===== src/rtl/nn_ctrl_pkg.sv =====
// Shared types and constants for the neural-network layer control blocks.
package nn_ctrl_pkg;

  typedef enum logic [2:0] {
    IDLE  = 3'd0,
    RUN   = 3'd1,
    SCAN  = 3'd2,
    HOLD  = 3'd3,
    ERROR = 3'd4
  } seq_state_t;

  // Neuron outputs are signed Q6.10 fixed point.
  localparam int dataIntWidth  = 6;
  localparam int dataFracWidth = 10;

  function automatic int idxBits(input int n);
    return (n > 1) ? $clog2(n) : 1;
  endfunction

endpackage


===== src/rtl/argmax_scanner.sv =====
// Sequential signed argmax: walks one neuron per cycle after a start pulse and
// reports the lowest index holding the maximum on its done cycle.
module argmax_scanner
  import nn_ctrl_pkg::*;
#(
  parameter int numNeurons = 16,
  parameter int dataWidth  = 16,
  parameter int idxWidth   = idxBits(numNeurons)
) (
  input  logic                            clk,
  input  logic                            reset,
  input  logic                            start_i,
  input  logic                            clear_i,
  input  logic [dataWidth*numNeurons-1:0] vector_i,
  output logic                            done_o,
  output logic [idxWidth-1:0]             index_o
);

  localparam logic [idxWidth-1:0] lastPos = idxWidth'(numNeurons - 1);

  logic                        active_q, active_d;
  logic [idxWidth-1:0]         pos_q, pos_d;
  logic [idxWidth-1:0]         best_q, best_d;
  logic signed [dataWidth-1:0] max_q, max_d;
  logic signed [dataWidth-1:0] cand;

  assign cand = vector_i[int'(pos_q)*dataWidth +: dataWidth];

  // Strictly-greater update keeps the earliest index on ties.
  always_comb begin
    active_d = active_q;
    pos_d    = pos_q;
    best_d   = best_q;
    max_d    = max_q;
    if (clear_i) begin
      active_d = 1'b0;
      pos_d    = '0;
    end else if (start_i) begin
      active_d = 1'b1;
      pos_d    = '0;
    end else if (active_q) begin
      if (pos_q == '0) begin
        max_d  = cand;
        best_d = '0;
      end else if (cand > max_q) begin
        max_d  = cand;
        best_d = pos_q;
      end
      if (pos_q == lastPos) begin
        active_d = 1'b0;
        pos_d    = '0;
      end else begin
        pos_d = pos_q + idxWidth'(1);
      end
    end
  end

  always_ff @(posedge clk or posedge reset) begin
    if (reset) begin
      active_q <= 1'b0;
      pos_q    <= '0;
      best_q   <= '0;
      max_q    <= '0;
    end else begin
      active_q <= active_d;
      pos_q    <= pos_d;
      best_q   <= best_d;
      max_q    <= max_d;
    end
  end

  assign done_o  = active_q && (pos_q == lastPos) && !clear_i;
  assign index_o = best_d;

endmodule


===== src/rtl/layer_sequencer.sv =====
// Frame controller for one fully-connected layer: enables the layer, captures
// its outputs, picks the winning neuron and hands the result downstream.
module layer_sequencer
  import nn_ctrl_pkg::*;
#(
  parameter int numInputs     = 784,
  parameter int numNeurons    = 16,
  parameter int dataWidth     = dataIntWidth + dataFracWidth,
  parameter int timeoutCycles = numInputs + 32,
  parameter int counterWidth  = $clog2(timeoutCycles + 1),
  parameter int idxWidth      = idxBits(numNeurons)
) (
  input  logic                            clk,
  input  logic                            reset,
  input  logic                            inValid,
  output logic                            inReady,
  input  logic                            abort,
  input  logic                            errClear,
  output logic                            layerEnable,
  input  logic                            layerDone,
  input  logic [dataWidth*numNeurons-1:0] layerResult,
  output logic                            outValid,
  input  logic                            outReady,
  output logic [dataWidth*numNeurons-1:0] resultOut,
  output logic [idxWidth-1:0]             classIdx,
  output logic                            busy,
  output logic                            error
);

  localparam int gapWidth = $clog2(numNeurons + 1);
  localparam logic [gapWidth-1:0]     gapFull  = gapWidth'(numNeurons);
  localparam logic [counterWidth-1:0] cntLimit = counterWidth'(timeoutCycles);

  seq_state_t                      state_q, state_d;
  logic [counterWidth-1:0]         cycleCnt_q, cycleCnt_d;
  logic [gapWidth-1:0]             gapCnt_q, gapCnt_d;
  logic [dataWidth*numNeurons-1:0] resultOut_q, resultOut_d;
  logic [idxWidth-1:0]             classIdx_q, classIdx_d;

  logic                timeout;
  logic                scanStart;
  logic                scanClear;
  logic                scanDone;
  logic [idxWidth-1:0] scanIdx;

  assign timeout = (cycleCnt_q == cntLimit);

  // gapCnt counts cycles with the layer disabled; a new frame is only accepted
  // once the serializer has seen numNeurons+1 idle cycles, even after an abort.
  assign inReady     = (state_q == IDLE) && (gapCnt_q == gapFull);
  assign layerEnable = (state_q == RUN);
  assign outValid    = (state_q == HOLD);
  assign busy        = (state_q != IDLE);
  assign error       = (state_q == ERROR);
  assign resultOut   = resultOut_q;
  assign classIdx    = classIdx_q;

  assign scanStart = (state_q == RUN) && layerDone && !abort;
  assign scanClear = (state_q == SCAN) && abort;

  always_comb begin
    state_d     = state_q;
    cycleCnt_d  = '0;
    resultOut_d = resultOut_q;
    classIdx_d  = classIdx_q;
    gapCnt_d    = layerEnable ? '0 :
                  (gapCnt_q == gapFull) ? gapCnt_q : gapCnt_q + gapWidth'(1);
    case (state_q)
      IDLE: begin
        if (inValid && inReady) begin
          state_d    = RUN;
          cycleCnt_d = counterWidth'(1);
        end
      end
      RUN: begin
        if (abort) begin
          state_d = IDLE;
        end else if (layerDone) begin
          state_d     = SCAN;
          resultOut_d = layerResult;
        end else if (timeout) begin
          state_d = ERROR;
        end else begin
          cycleCnt_d = cycleCnt_q + counterWidth'(1);
        end
      end
      SCAN: begin
        if (abort) begin
          state_d = IDLE;
        end else if (scanDone) begin
          state_d    = HOLD;
          classIdx_d = scanIdx;
        end
      end
      HOLD: begin
        if (abort || outReady) begin
          state_d = IDLE;
        end
      end
      ERROR: begin
        if (errClear) begin
          state_d = IDLE;
        end
      end
      default: state_d = IDLE;
    endcase
  end

  always_ff @(posedge clk or posedge reset) begin
    if (reset) begin
      state_q     <= IDLE;
      cycleCnt_q  <= '0;
      gapCnt_q    <= gapFull;
      resultOut_q <= '0;
      classIdx_q  <= '0;
    end else begin
      state_q     <= state_d;
      cycleCnt_q  <= cycleCnt_d;
      gapCnt_q    <= gapCnt_d;
      resultOut_q <= resultOut_d;
      classIdx_q  <= classIdx_d;
    end
  end

  argmax_scanner #(
    .numNeurons(numNeurons),
    .dataWidth (dataWidth),
    .idxWidth  (idxWidth)
  ) u_scanner (
    .clk     (clk),
    .reset   (reset),
    .start_i (scanStart),
    .clear_i (scanClear),
    .vector_i(resultOut_q),
    .done_o  (scanDone),
    .index_o (scanIdx)
  );

endmodule


===== config.mk =====
export PLATFORM = sky130hd
export DESIGN_NAME = layer_sequencer
export DESIGN_NICKNAME = d
export VERILOG_FILES = /design/src/rtl/nn_ctrl_pkg.sv /design/src/rtl/argmax_scanner.sv /design/src/rtl/layer_sequencer.sv
export SDC_FILE = /design/constraint.sdc
export NUM_CORES = 1
export LEC_CHECK = 0
export ABC_AREA = 1
export BUFFER_PORTS_ARGS = -buffer_cell sky130_fd_sc_hd__buf_2
export CORE_AREA = 5 5 201 203
export DETAILED_ROUTE_END_ITERATION = 12
export DIE_AREA = 0 0 206 208
export GPL_ROUTABILITY_DRIVEN = 0
export SYNTH_ARGS = -nofsm -noshare
export SYNTH_HDL_FRONTEND = slang
export SYNTH_HIERARCHICAL = 1
export SYNTH_SLANG_ARGS = --single-unit

===== constraint.sdc =====
create_clock -name clk -period 10.6 [get_ports clk]
set_input_delay 0.53 -clock clk [delete_from_list [all_inputs] [get_ports clk]]
set_output_delay 0.53 -clock clk [all_outputs]
set_load 0.05 [all_outputs]

; ---- Word level (Yosys, flattened, before mapping)
; Cells that the tools add are included.
[classes]
n_bitwise = 3
n_lt_le_gt_ge = 1
add_sub_neg = 3
muxes = 31
n_reduce_logical = 19
shift = 1
n_eq_ne = 13
[op_table]
columns = cell, n
row1 = indexed part select 256 x 9 -> 16 bit, 1
row2 = 2-to-1 mux 4 bit, 9
row3 = 2-to-1 mux 16 bit, 2
row4 = 2-to-1 mux 10 bit, 3
row5 = 2-to-1 mux 3 bit, 8
row6 = case mux 10 bit (2 select lines), 1
row7 = greater-than comparator 16 bit, 1
row8 = case mux 3 bit (5 select lines), 1
row9 = adder 10 x 1 -> 10 bit (second input constant), 1
row10 = equality test 10 bit (second input constant), 1
row11 = 2-to-1 mux 5 bit, 2
row12 = logical AND 1 bit, 7
row13 = equality test 3 x 2 -> 1 bit (second input constant), 2
row14 = AND reduction 3 bit, 2
row15 = nonzero test 3 bit, 2
row16 = adder 5 x 1 -> 5 bit (second input constant), 1
row17 = equality test 5 bit (second input constant), 1
row18 = 2-to-1 mux 1 bit, 5
row19 = AND reduction 5 bit, 1
row20 = adder 4 x 1 -> 4 bit (second input constant), 1
row21 = equality test 4 bit (second input constant), 1
row22 = logical NOT 4 bit, 1
row23 = inequality test 2 x 1 -> 1 bit (second input constant), 2
row24 = inequality test 2 bit (second input constant), 2
row25 = other kinds (10), 13
[totals]
out_inout_bits = 265
elab_cells = 80
ff_bits = 303

; ---- Logic depth before layout (Yosys ltp)
; Gate-level depths: netlist of run 1.
[logic_depth]
depth_word = 7
depth_mapped = 26
ltp_nobuf = 23

; ---- Modules after synthesis
; Netlist of run 1, hierarchy kept.
[modules_own_cells]
columns = mod, seq_area_each_um2, cells_per_inst, area_per_inst_um2, instances
row1 = layer_sequencer, 6957.9, 1241, 10921.7, 1
row2 = argmax_scanner, 625.6, 658, 3681.0, 1

; ---- Worst setup path after synthesis of run 1
; Ideal clock, no wire load.
[synth_path]
path_type = register to register
startpoint = register u_scanner.pos_q[0]
endpoint = register u_scanner.max_q[0]
synth_period_minus_slack_ns = 2.758
required_ns = 10.483
stages_incl_launch_ff = 21
slack_ns = 7.842
arrival_ns = 2.641
path_cell_list = dfrtp_1 -> buf_4 -> inv_2 -> buf_4 -> buf_2 -> nor2_1 -> o22ai_1 -> nand2_1 -> nand4_1 -> ha_1 -> a21oi_1 -> o21ai_0 -> a21oi_2 -> nand2_1 -> nand2_2 -> nand3_4 -> nand2_4 -> nand2_4 -> buf_6 -> nand2_1 -> nand2_1
[synth_between]
elab_chain_len = 4
word_cells_on_any_way = 7
classes_between = order compare (1) / shift (1) / mux (2) / reduce/logical (3)
[synth_lines]
columns = item, line_no
row1 = start: declaration, argmax_scanner.sv:22  ; logic [idxWidth-1:0] pos_q, pos_d;
row2 = start signal: assignment, argmax_scanner.sv:66  ; pos_q <= pos_d;
row3 = indexed part select 256 x 9 -> 16 bit, argmax_scanner.sv:27  ; assign cand = vector_i[int'(pos_q)*dataWidth +: dataWidth];
row4 = via u_scanner.cand[15], argmax_scanner.sv:25  ; logic signed [dataWidth-1:0] cand;
row5 = greater-than comparator 16 bit, argmax_scanner.sv:45  ; end else if (cand > max_q) begin
row6 = nonzero test 2 bit (no line), --
row7 = AND reduction 4 bit (no line), --
row8 = end signal: assignment, argmax_scanner.sv:68  ; max_q <= max_d;
row9 = end: declaration, argmax_scanner.sv:24  ; logic signed [dataWidth-1:0] max_q, max_d;
; The timed path passes the listed nets, and every way through them passes these cells. The select of a mux whose other input is x is not followed.
; A chain may end at the register's enable or synchronous reset.

; ---- Worst setup path after layout of run 1
[layout_path]
startpoint = register u_scanner.pos_q[0]
endpoint = register u_scanner.max_q[10]
; Same word-level chain as after synthesis.

==> impl_summary.log, run 1 <==
INFO  metric core-area = approximately 38,000 um2
INFO  metric number_of_antenna_violations_at_the_first_check_in_global_routing = 5
INFO  metric io_buffers = 527
INFO  metric avgViaCountPerCell = about 5.1
INFO  metric clock_tree.root_cell = sky130_fd_sc_hd__clkbuf_16
INFO  metric ys_seq_elements = 303
INFO  metric worst-r2r-cell-count = 19
INFO  metric remaining_drc_errors = 0
INFO  metric worst-endpoint-arrival = between 4000 and 5000 ps
INFO  metric run_status = finished clean
INFO  metric drtAntennaViolNets = 0
INFO  metric crit_fanout = 83
INFO  metric report.final.hold_viol_count = 0
INFO  metric grt_start_max_net_pins = between 150 and 200
INFO  metric grt_setup_unrepaired = no
INFO  metric synth.yosys.warnings = 6
INFO  metric detail_route.wl_per_cell = 20.3 um
INFO  metric clock_sink_count = roughly 300
INFO  metric maxCapViolCount = 0
INFO  metric grt_first_pass_wirelength = 89,300 um
INFO  metric fmaxAchievable = 221 MHz
INFO  metric globalRouteTotalUtil = 26.8%
INFO  metric postSynthNetCount = approximately 2,200
INFO  metric syn_area = 14,600 um2
INFO  metric firstDrtPassIters = 5
INFO  metric nFillCells = between 3,000 and 4,000
INFO  metric row_count = approximately 70
INFO  metric cts_repair_resize_count = 0
INFO  metric seq_area = 7590 um2
INFO  metric design.die.area = ~43,000 um2
INFO  metric timing.final.max_slew_violations = 0
INFO  metric drive_gt1_share = between 20% and 30%
INFO  metric cp-start-kind = flop
INFO  metric finish.utilization = roughly 49%
INFO  metric critical_path_class = flop to flop
INFO  metric clock_tree.htree_level_count = 2
INFO  metric syn_avg_cell_area = between 7 and 8 um2
INFO  metric cts_tree = built
INFO  metric final_net_count = approximately 2,700
INFO  metric synth.lib_cells_used.distinct = 34
INFO  metric totalWireLength = 59,300 um
INFO  metric multiInputGateArea = slightly above 6000 um2
INFO  metric post_cts_setup_bufs = 0
INFO  metric final_cell_area = about 19,000 um2
INFO  metric holdCritPathClass = input port to flop
INFO  metric holdPathStages = 3
INFO  metric tritoncts.num_buffers = 36
INFO  metric first_iter_violations = ~1,300
INFO  metric vias_in_the_first_global_route = 14,800
INFO  metric cts-root-to-sink-buffers = 3
INFO  metric finalCritPeriodShare = between 40% and 50%
INFO  metric worstMarginPinSlew = 1150 ps
INFO  metric cts.reportedPaths.clkPinSlew = ~60 ps
INFO  metric boundaryPins = between 500 and 600
INFO  metric post_synth_inst_count = about 1,900
INFO  metric portion_of_the_post_synthesis_area_used_by_sequential_elements = between 50% and 60%
INFO  metric via_count = about 15,000
INFO  metric hpwl = 43,800 um
INFO  metric start_util = 38.1%
INFO  metric worst_slew_margin_rel = 23.6%
INFO  metric fp.dieH = 208 um
INFO  metric clock-skew-final = 22.0 ps
INFO  metric critical_path.endpoint_type = flop
INFO  metric insertion_delay = approximately 540 ps
INFO  metric finalWorstPathRequiredPeriod = 4520 ps
INFO  metric syn_to_final_growth = 27.4%
INFO  metric timing.setup.tns = 0 ps
INFO  metric setup_viol = 0
INFO  metric timing.critical_path.required = roughly 11,000 ps
INFO  metric die_x = around 210 um
INFO  metric place_area = between 15,000 and 20,000 um2
INFO  metric gr-total-overflow = 0
INFO  metric postCtsHoldBufs = 0
worst paths after layout:
path | from | end | slack, ps
setup / recovery | u_scanner/pos_q[0] | u_scanner/max_q[10] | 6080
hold / removal | layerResult[42] | resultOut[42] | 180
setup reg to reg | u_scanner/pos_q[0] | u_scanner/max_q[10] | 6080
hold reg to reg | u_scanner/max_q[5] | u_scanner/max_q[5] | 470
max in group asynchronous | reset | resultOut[192] | 8850
min in group asynchronous | reset | resultOut[254] | 220
critical path, stage by stage, from the launching register on:
cell and delay, ps:
sky130_fd_sc_hd__dfrtp_4 660, sky130_fd_sc_hd__inv_4 460, sky130_fd_sc_hd__buf_4 740, sky130_fd_sc_hd__o21ai_0 160
sky130_fd_sc_hd__o22ai_1 370, sky130_fd_sc_hd__nand2_1 170, sky130_fd_sc_hd__nand4_1 170, sky130_fd_sc_hd__ha_1 270
sky130_fd_sc_hd__a21oi_1 150, sky130_fd_sc_hd__nor2_1 50, sky130_fd_sc_hd__nor2_1 80, sky130_fd_sc_hd__nand2_1 60
sky130_fd_sc_hd__nand2_1 80, sky130_fd_sc_hd__nand2_1 70, sky130_fd_sc_hd__nand2_2 110, sky130_fd_sc_hd__nand3_4 110
sky130_fd_sc_hd__nand2_4 210, sky130_fd_sc_hd__nand2_4 190, sky130_fd_sc_hd__nand2_1 120, sky130_fd_sc_hd__nand2_1 60
per-layer routing:
metal / track usage (%) / part of all wire (%) / vias to the layer above
met5: 0 / 0.035 / -
met4: 11.1 / 4.2 / 4
met3: 4.76 / 6.5 / 136
met2: 43.7 / 48 / 628
li1: - / - / 6988
met1: 35.4 / 41 / 7116
registers in the layout (all words and copies together) (netlist names):
signal              count
gapCnt_q                5
resultOut             256
classIdx                4
u_scanner/max_q        16
u_scanner/active_q      1
state_q                 3
cycleCnt_q             10
u_scanner/pos_q         4
u_scanner/best_q        4
Yosys cell counts:
| master | number | area [um2] |
|---|---|---|
| sky130_fd_sc_hd__o22ai_1 | 64 | 400 |
| sky130_fd_sc_hd__o21bai_1 | 1 | 7.51 |
| sky130_fd_sc_hd__inv_2 | 3 | 11.3 |
| sky130_fd_sc_hd__clkinv_1 | 1 | 3.75 |
| sky130_fd_sc_hd__nand2_2 | 2 | 12.5 |
| sky130_fd_sc_hd__nor2_4 | 1 | 11.3 |
| sky130_fd_sc_hd__o21ai_0 | 142 | 711 |
| sky130_fd_sc_hd__a21oi_2 | 1 | 8.76 |
| sky130_fd_sc_hd__nor3b_1 | 1 | 7.51 |
| sky130_fd_sc_hd__dfstp_2 | 1 | 26.3 |
| sky130_fd_sc_hd__nand2_4 | 2 | 22.5 |
| sky130_fd_sc_hd__clkbuf_1 | 34 | 128 |
| sky130_fd_sc_hd__ha_1 | 22 | 275 |
| sky130_fd_sc_hd__nand3_4 | 2 | 35.0 |
| sky130_fd_sc_hd__xor2_1 | 3 | 26.3 |
| sky130_fd_sc_hd__xnor2_1 | 1 | 8.76 |
| sky130_fd_sc_hd__a211oi_1 | 1 | 7.51 |
| sky130_fd_sc_hd__nand2_1 | 933 | 3500 |
| sky130_fd_sc_hd__o221ai_1 | 1 | 8.76 |
| sky130_fd_sc_hd__nor3_2 | 1 | 10.0 |
| sky130_fd_sc_hd__nor2_1 | 166 | 623 |
| sky130_fd_sc_hd__buf_6 | 23 | 259 |
| sky130_fd_sc_hd__buf_2 | 42 | 210 |
| sky130_fd_sc_hd__inv_1 | 58 | 218 |
| sky130_fd_sc_hd__nand4_1 | 23 | 144 |
| sky130_fd_sc_hd__nand3_1 | 37 | 185 |
| sky130_fd_sc_hd__a31oi_1 | 1 | 6.26 |
| sky130_fd_sc_hd__a21o_1 | 1 | 7.51 |
| sky130_fd_sc_hd__nor3_1 | 6 | 30.0 |
| sky130_fd_sc_hd__buf_4 | 7 | 52.6 |
| sky130_fd_sc_hd__dfrtp_1 | 302 | 7560 |
| sky130_fd_sc_hd__or2_2 | 1 | 6.26 |
| sky130_fd_sc_hd__a21oi_1 | 14 | 70.1 |
| sky130_fd_sc_hd__nand3_2 | 1 | 10.0 |
final cells by class:
type | instances | area share [%]
inverter | 62 | 1.34
tap | 518 | 3.48
clock buffer | 52 | 5.77
antenna | 3 | 0.0403
timing repair buffer | 539 | 14.7
sequential | 303 | 40.8
multi-input combinational | 1428 | 33.0
clock inverter | 14 | 0.928
stage by stage:
| step | std cells | hold slack (ps) | worst slack, ps |
|---|---|---|---|
| detailed placement | 2850 | 458 | 6120 |
| floorplan | 1899 | 442 | 2410 |
| global placement | 2850 | 463 | 6210 |
| CTS | 2916 | 150 | 6120 |
| finish | 2919 | 179 | 6080 |
| global route | 2919 | 161 | 5810 |
layout by cell type, fill, tap and decap left out, types with 2 or more instances in the layout:
cell type                    count
sky130_fd_sc_hd__clkbuf_1        7
sky130_fd_sc_hd__o22ai_1        64
sky130_fd_sc_hd__nor2_1        166
sky130_fd_sc_hd__inv_8           2
sky130_fd_sc_hd__clkinv_4        3
sky130_fd_sc_hd__xor2_1          3
sky130_fd_sc_hd__nand4_1        23
sky130_fd_sc_hd__nand2_2         2
sky130_fd_sc_hd__a21oi_1        14
sky130_fd_sc_hd__clkbuf_16      38
sky130_fd_sc_hd__bufinv_16       3
sky130_fd_sc_hd__inv_1          56
sky130_fd_sc_hd__buf_4          12
sky130_fd_sc_hd__nand3_4         2
sky130_fd_sc_hd__nand2_1       933
sky130_fd_sc_hd__inv_2           2
sky130_fd_sc_hd__nand3_1        37
sky130_fd_sc_hd__diode_2         3
sky130_fd_sc_hd__clkinv_2        5
sky130_fd_sc_hd__ha_1           22
sky130_fd_sc_hd__buf_2         527
sky130_fd_sc_hd__dfrtp_1       300
sky130_fd_sc_hd__nand2_4         2
sky130_fd_sc_hd__nor3_1          6
sky130_fd_sc_hd__clkbuf_8        7
sky130_fd_sc_hd__o21ai_0       142
sky130_fd_sc_hd__clkinvlp_4      2
cells by family after synthesis:
kind of cell	count (synthesis)	share of synthesized area, %
AOI/OAI and AO/OA	226	8.41
xor gates and xnor gates	4	0.240
adders and majority gates	22	1.88
buffers and inverters	168	6.04
DFF	303	51.9
and+or+nand+nor	1176	31.5
Power of run 1 is left out: the tool's default activity adds up to more than one toggle a clock period on the data nets, which glitch-free logic cannot reach.
==> inputs of run 2 (changes only) <==
ABC_AREA = 0   (was 1)
CORE_AREA = 5 5 204 206   (was 5 5 201 203)
DIE_AREA = 0 0 209 211   (was 0 0 206 208)
clock period = 4.73 ns   (was 10.6 ns; I/O delays follow)
==> impl_summary.log, run 2 <==
INFO  metric timing.setup.tns = 0 ps (unchanged)
INFO  metric power_density = approximately 860 nW/um2
INFO  metric mostFrequentLayoutCell = sky130_fd_sc_hd__buf_2
INFO  metric drtAntennaViolNets = 0 (unchanged)
INFO  metric avgViaCountPerCell = 5.02 (-1.4%)
INFO  metric syn_avg_cell_area = 15.8 um2 (+110%)
INFO  metric worstMarginPinSlew = 1000 ps (-145 ps)
INFO  metric grt_first_pass_wirelength = 81,300 um (-9.0%)
INFO  metric finalWorstPathRequiredPeriod = 4490 ps (-30.9 ps)
INFO  metric worst-endpoint-arrival = 4900 ps (-50 ps)
INFO  metric final_net_count = 1,976 (-26%)
INFO  metric ir_worst_vdd = 0.000562 V
INFO  metric mux_contribution_to_synthesized_area = 35.1% (+35 points)
INFO  metric clock_tree.htree_level_count = 2 (unchanged)
INFO  metric ys_seq_elements = 303 (unchanged)
INFO  metric ys_top_cells_by_area = sky130_fd_sc_hd__dfrtp_1, sky130_fd_sc_hd__mux2_2, sky130_fd_sc_hd__mux4_2, sky130_fd_sc_hd__mux2_1, sky130_fd_sc_hd__ha_1
INFO  metric synth_compound_area_share = 1.46% (-6.9 points)
INFO  metric vias_in_the_first_global_route = 12,600 (-15%)
INFO  metric clock_sink_count = 303 (unchanged)
INFO  metric main_combinational_cell_family_by_area_after_synthesis = multiplexers
INFO  metric place_area = 17,300 um2 (-0.38%)
INFO  metric report.final.hold_viol_count = 0 (unchanged)
INFO  metric layout_common_cells = sky130_fd_sc_hd__buf_2, sky130_fd_sc_hd__dfrtp_1, sky130_fd_sc_hd__dlygate4sd3_1, sky130_fd_sc_hd__mux2_2, sky130_fd_sc_hd__mux4_2
INFO  metric synth_most_common_cell = sky130_fd_sc_hd__dfrtp_1
INFO  metric synth_enable_flop_cells = 0 (unchanged)
INFO  metric syn_area = 14,200 um2 (-2.6%)
INFO  metric design.die.area = 44,100 um2 (+2.9%)
INFO  metric synth_adder_area_share = 1.94% (+0.050 points)
INFO  metric timing.critical_path.required = 5150 ps (-5880 ps)
INFO  metric drive_gt1_share = 53.9% (+28 points)
INFO  metric worst_slew_margin_rel = 33.3% (+9.6 points)
INFO  metric insertion_delay = 550 ps (about the same)
INFO  metric timing.final.max_slew_violations = 0 (unchanged)
INFO  metric boundaryPins = 528 (unchanged)
INFO  metric die_x = 209 um (+1.5%)
INFO  metric fp.dieH = 211 um (+1.4%)
INFO  metric number_of_antenna_violations_at_the_first_check_in_global_routing = 2 (-3)
INFO  metric crit_path_max_cell_delay = 570 ps (-170 ps)
INFO  metric portion_of_the_post_synthesis_area_used_by_sequential_elements = 53.3% (+1.4 points)
INFO  metric globalRouteTotalUtil = 24.3% (-2.5 points)
INFO  metric cell_by_cell_listing_of_the_critical_path = buf_4, mux4_2, mux4_2, ha_1, nand4_2, or4_1, a21o_1, nand3_1, mux2i_1, mux2_2, mux2_2
INFO  metric cts_tree = built
INFO  metric cp-start-kind = flop
INFO  metric remaining_drc_errors = 0 (unchanged)
INFO  metric ys.flop_type = sky130_fd_sc_hd__dfrtp_1
INFO  metric yosysTopAreaCellShare = 53.1% (+1.4 points)
INFO  metric yosys.area_share.xor_xnor = 0.739% (+0.50 points)
INFO  metric postSynthNetCount = 1,187 (-46%)
INFO  metric grt_setup_unrepaired = no
INFO  metric tritoncts.num_buffers = 37 (+2.8%)
INFO  metric synth.lib_cells_used.distinct = 51 (+50%)
INFO  metric maxCapViolCount = 0 (unchanged)
INFO  metric final_cell_area = 21,100 um2 (+13%)
INFO  metric via_count = 11,300 (-24%)
INFO  metric post_synth_inst_count = 902 (-53%)
INFO  metric critical_path.endpoint_type = flop
INFO  metric run_status = finished clean
INFO  metric syn_to_final_growth = 48.0%
INFO  metric holdCritPathClass = input port to flop
INFO  metric final_cells = 2,244 (-23%)
INFO  metric clock-skew-final = 23.9 ps (+1.95 ps)
INFO  metric gr-total-overflow = 0 (unchanged)
INFO  metric post-synth-top-area-cell = sky130_fd_sc_hd__dfrtp_1
INFO  metric synth.yosys.warnings = 6 (unchanged)
INFO  metric fmaxAchievable = 223 MHz (+0.69%)
INFO  metric totalWireLength = 54,500 um (-8.1%)
INFO  metric setup_viol = 0 (unchanged)
INFO  metric crit_fanout = 11 (-87%)
INFO  metric dp.cells = 1,918 (-33%)
INFO  metric first_iter_violations = 582 (-56%)
INFO  metric io_buffers = 527 (unchanged)
INFO  metric detail_route.wl_per_cell = 24.3 um (+19%)
INFO  metric start_util = 36.1% (-2.1 points)
INFO  metric clock_tree.root_cell = sky130_fd_sc_hd__clkbuf_16
INFO  metric ff2ff_setup_slack = 240 ps (-5840 ps)
INFO  metric post_synth_most_frequent_cells = sky130_fd_sc_hd__dfrtp_1, sky130_fd_sc_hd__mux2_2, sky130_fd_sc_hd__mux4_2
INFO  metric grt_start_max_net_pins = 160 (+4.6%)
INFO  metric cts-root-to-sink-buffers = 3 (unchanged)
INFO  metric synthArstFlopShare = 100% (unchanged)
INFO  metric cellLeakagePower = 9.96 nW
INFO  metric overall_power_after_layout = approximately 18 mW
INFO  metric firstDrtPassIters = 5 (unchanged)
INFO  metric synth-simple-area-share = 3.59% (-28 points)
INFO  metric finalCritPeriodShare = 94.9% (+52 points)
INFO  metric slowest_stage = sky130_fd_sc_hd__or4_1
INFO  metric hpwl = 40,700 um (-7.1%)
INFO  metric max_ffs_per_register = 256 (unchanged)
INFO  metric cts.reportedPaths.clkPinSlew = 50 ps (about the same)
INFO  metric core-area = 39,500 um2 (+3.1%)
INFO  metric critical_path_class = flop to flop
INFO  metric row_count = 73 (+1.4%)
## run 2: repair_timing
item                                   in CTS  in global routing
setup buffers                               0                  0
gates resized for setup                     0                  0
endpoints found under the hold margin     411                  0
hold buffers                              259                  0
## run 2: area by class of cell
| cell class | instances | area, um2 |
|---|---|---|
| antenna | 1 | 2.50 |
| clock buffer | 52 | 1060 |
| clock inverter | 14 | 109 |
| fill | 3295 | 18400 |
| inverter | 27 | 105 |
| multi-input combinational | 519 | 6090 |
| sequential | 303 | 7590 |
| tap | 525 | 657 |
| timing repair buffer | 803 | 5430 |
## run 2: cell families after synthesis
logic type | Yosys count
buf+inv | 80
mux | 361
xor+xnor | 12
compound gates | 30
simple gates | 94
flops | 303
fa+ha+maj | 22
## run 2: final timing paths
check                      cells past startpoint                 from                  end
setup / recovery                              11   u_scanner/pos_q[0]          classIdx[2]
hold / removal                                 3            layerDone           state_q[2]
setup reg to reg                              11   u_scanner/pos_q[0]          classIdx[2]
max in group asynchronous                      4                reset       resultOut[120]
hold reg to reg                                1  u_scanner/max_q[12]  u_scanner/max_q[12]
min in group asynchronous                      4                reset  u_scanner/max_q[12]
## run 2: layer usage
metal / global-route usage [%] / share of wire, % / wire [um]
met5: 0 / 0.013 / 7
met4: 8.37 / 3.6 / 1980
met3: 5.03 / 5.1 / 2760
met2: 46.2 / 55 / 29900
met1: 27.0 / 36 / 19900
## run 2: critical path, delay by kind of cell (launching register included)
| kind | cells | cell delay, ps |
|---|---|---|
| mux | 5 | 2180 |
| buf+inv | 1 | 280 |
| flops | 1 | 550 |
| simple gates | 3 | 820 |
| fa+ha+maj | 1 | 330 |
| compound gates | 1 | 200 |
## run 2: power breakdown
group	switching (mW)	internal (mW)	leakage, nW
Sequential	1.61	3.86	3.77
Clock	1.14	1.58	0.576
Combinational	6.49	3.47	5.61
Total	9.24	8.91	9.96
## run 2: metrics by stage
step | utilization (%) | hold WS (ps) | setup slack (ps)
3_5_place_dp | 43.8 | 355 | 254
5_1_grt | 53.4 | 70.5 | 76.9
6_report | 53.4 | 73.7 | 243
3_3_place_gp | 43.8 | 354 | 383
4_1_cts | 53.3 | 33.2 | 230
2_1_floorplan | - | 264 | 444
No activity file was read; power rests on OpenSTA's default activity.
==> inputs of run 3 (changes only) <==
CTS_BUF_LIST = sky130_fd_sc_hd__clkbuf_4   (was default)
PLACE_DENSITY_LB_ADDON = 0.08   (was default)
==> impl_summary.log, run 3 (same netlist as run 2, synthesis figures left out) <==
INFO  metric run_status = finished clean
INFO  metric grt_first_pass_wirelength = 82,900 um (+1.9%)
INFO  metric firstDrtPassIters = 5 (unchanged)
INFO  metric max_ffs_per_register = 256 (unchanged)
INFO  metric multiInputGateArea = 6090 um2 (unchanged)
INFO  metric cts.reportedPaths.clkPinSlew = 70 ps (+20 ps)
INFO  metric cp-start-kind = flop
INFO  metric clock_tree.htree_level_count = 3 (+1)
INFO  metric avgViaCountPerCell = 4.93 (-1.9%)
INFO  metric grt_start_max_net_pins = 144 (-10%)
INFO  metric drive_gt1_share = 55.4% (+1.5 points)
INFO  metric hpwl = 43,700 um (+7.3%)
INFO  metric detail_route.wl_per_cell = 24.6 um (+1.2%)
INFO  metric boundaryPins = 528 (unchanged)
INFO  metric insertion_delay = 760 ps (+210 ps)
INFO  metric via_count = 11,500 (+1.6%)
INFO  metric cts_tree = built
INFO  metric layout_common_cells = sky130_fd_sc_hd__buf_2, sky130_fd_sc_hd__dfrtp_1, sky130_fd_sc_hd__dlygate4sd3_1, sky130_fd_sc_hd__mux2_2, sky130_fd_sc_hd__clkbuf_4
INFO  metric timing.setup.tns = 0 ps (unchanged)
INFO  metric critical_path.endpoint_type = flop
INFO  metric mostFrequentLayoutCell = sky130_fd_sc_hd__buf_2
INFO  metric row_count = 73 (unchanged)
INFO  metric clock_tree.root_cell = sky130_fd_sc_hd__clkbuf_4
INFO  metric timing.critical_path.required = 5360 ps (+210 ps)
INFO  metric core-area = 39,500 um2 (unchanged)
INFO  metric holdCritPathClass = input port to flop
INFO  metric seq_area = 7590 um2 (unchanged)
INFO  metric totalWireLength = 57,100 um (+4.8%)
INFO  metric start_util = 36.1% (unchanged)
INFO  metric syn_to_final_growth = 47.9% (about the same)
INFO  metric tritoncts.num_buffers = 85 (+130%)
INFO  metric setup_viol = 0 (unchanged)
INFO  metric overall_power_after_layout = 18.1 mW (-0.37%)
INFO  metric number_of_antenna_violations_at_the_first_check_in_global_routing = 4 (+2)
INFO  metric finalCritPeriodShare = 94.3% (-0.56 points)
INFO  metric place_ws = 262 ps (+7.78 ps)
INFO  metric clock_sink_count = 303 (unchanged)
INFO  metric power_density = 859 nW/um2 (-0.34%)
INFO  metric remaining_drc_errors = 0 (unchanged)
INFO  metric vias_in_the_first_global_route = 12,800 (+1.2%)
INFO  metric report.final.hold_viol_count = 0 (unchanged)
INFO  metric gr-total-overflow = 0 (unchanged)
INFO  metric clock-skew-final = 37.7 ps (+13.8 ps)
INFO  metric cts-root-to-sink-buffers = 3 (unchanged)
INFO  metric finalWorstPathRequiredPeriod = 4460 ps (-26.5 ps)
INFO  metric maxCapViolCount = 0 (unchanged)
INFO  metric nFillCells = 3,508 (+6.5%)
INFO  metric crit_fanout = 12 (+1)
INFO  metric worstMarginPinSlew = 1080 ps (+81.1 ps)
INFO  metric worst-endpoint-arrival = 5090 ps (+190 ps)
INFO  metric globalRouteTotalUtil = 25.4% (+1.1 points)
INFO  metric drtAntennaViolNets = 0 (unchanged)
INFO  metric timing.hold.ws = 176 ps (+102 ps)
INFO  metric grt_setup_unrepaired = no
INFO  metric design.die.area = 44,100 um2 (unchanged)
INFO  metric setup_slack = 270 ps (+26.5 ps)
INFO  metric fp.dieH = 211 um (unchanged)
INFO  metric cellLeakagePower = 10.1 nW (+1.0%)
INFO  metric critical_path_class = flop to flop
INFO  metric ir_worst_vdd = 0.000593 V (+5.6%)
INFO  metric first_iter_violations = 548 (-5.8%)
INFO  metric final_net_count = 2,032 (+2.8%)
INFO  metric timing.final.max_slew_violations = 0 (unchanged)
INFO  metric io_buffers = 527 (unchanged)
INFO  metric fmaxAchievable = 224 MHz (+0.59%)
INFO  metric die_x = 209 um (unchanged)
INFO  metric cts_repair_resize_count = 0 (unchanged)
INFO  metric worst_slew_margin_rel = 27.8% (-5.5 points)
## run 3: cell count changes in the layout (fill, tap and decap cells not counted), moves of 7 or more
cell,delta
sky130_fd_sc_hd__clkbuf_4,+122
sky130_fd_sc_hd__clkinv_2,-7
sky130_fd_sc_hd__clkbuf_16,-37
sky130_fd_sc_hd__clkinv_1,+12
sky130_fd_sc_hd__clkbuf_1,-7
sky130_fd_sc_hd__clkbuf_8,-8
## run 3: critical path: stages (launching register included)
cell and delay [ps]:
sky130_fd_sc_hd__dfrtp_4 580, sky130_fd_sc_hd__buf_12 210, sky130_fd_sc_hd__buf_12 160, sky130_fd_sc_hd__mux4_2 520, sky130_fd_sc_hd__mux4_2 500, sky130_fd_sc_hd__ha_1 330, sky130_fd_sc_hd__nand4_1 140, sky130_fd_sc_hd__or4_1 490
sky130_fd_sc_hd__a21o_1 190, sky130_fd_sc_hd__nand3_1 90, sky130_fd_sc_hd__mux2i_1 440, sky130_fd_sc_hd__mux2_2 400, sky130_fd_sc_hd__mux2_2 250
## run 3: routing by layer
layer	up-vias	share of wire (%)	track usage (%)	wire, um
li1	5130	-	-	-
met1	5775	37	28.6	21000
met2	419	53	45.6	30200
met3	122	6.2	6.95	3520
met4	6	4.2	10.5	2390
met5	-	0.054	0	31
## run 3: worst paths after layout
kind / cells after the start / slack, ps / start / endpoint
worst max-delay path: 12 / 270 / u_scanner/pos_q[0] / classIdx[2]
worst min-delay path: 4 / 180 / layerDone / cycleCnt_q[1]
worst max register to register: 12 / 270 / u_scanner/pos_q[0] / classIdx[2]
worst min register to register: 1 / 490 / u_scanner/best_q[0] / u_scanner/best_q[0]
max in group asynchronous: 4 / 3170 / reset / resultOut[139]
min in group asynchronous: 3 / 250 / reset / resultOut[48]
## run 3: what timing repair did
action,4_1_cts,5_1_grt
setup buffers,0,0
hold buffers,264,0
endpoints found under the hold margin,320,0
## run 3: where the power goes
group          internal, mW  switching (mW)
Sequential             3.86            1.74
Combinational          3.53            6.50
Clock                  1.33            1.13
## run 3: final cells by class
class | count | area share, %
diodes | 1 | 0.0119
clock buffers | 122 | 4.35
well taps | 525 | 3.12
repair buffers | 811 | 26.3
flip-flops and latches | 303 | 36.1
multi-input cells | 519 | 28.9
inverters | 27 | 0.499
clock inverters | 16 | 0.660
## run 3: through the flow
step                      instances  util (%)  area (um2)
after CTS                      2323      53.3       21000
final                          2324      53.3       21000
after global routing           2324      53.3       21000
after global placement         1921      44.0       17300
after floorplan                 902         -       14200
after detailed placement       1921      44.0       17300
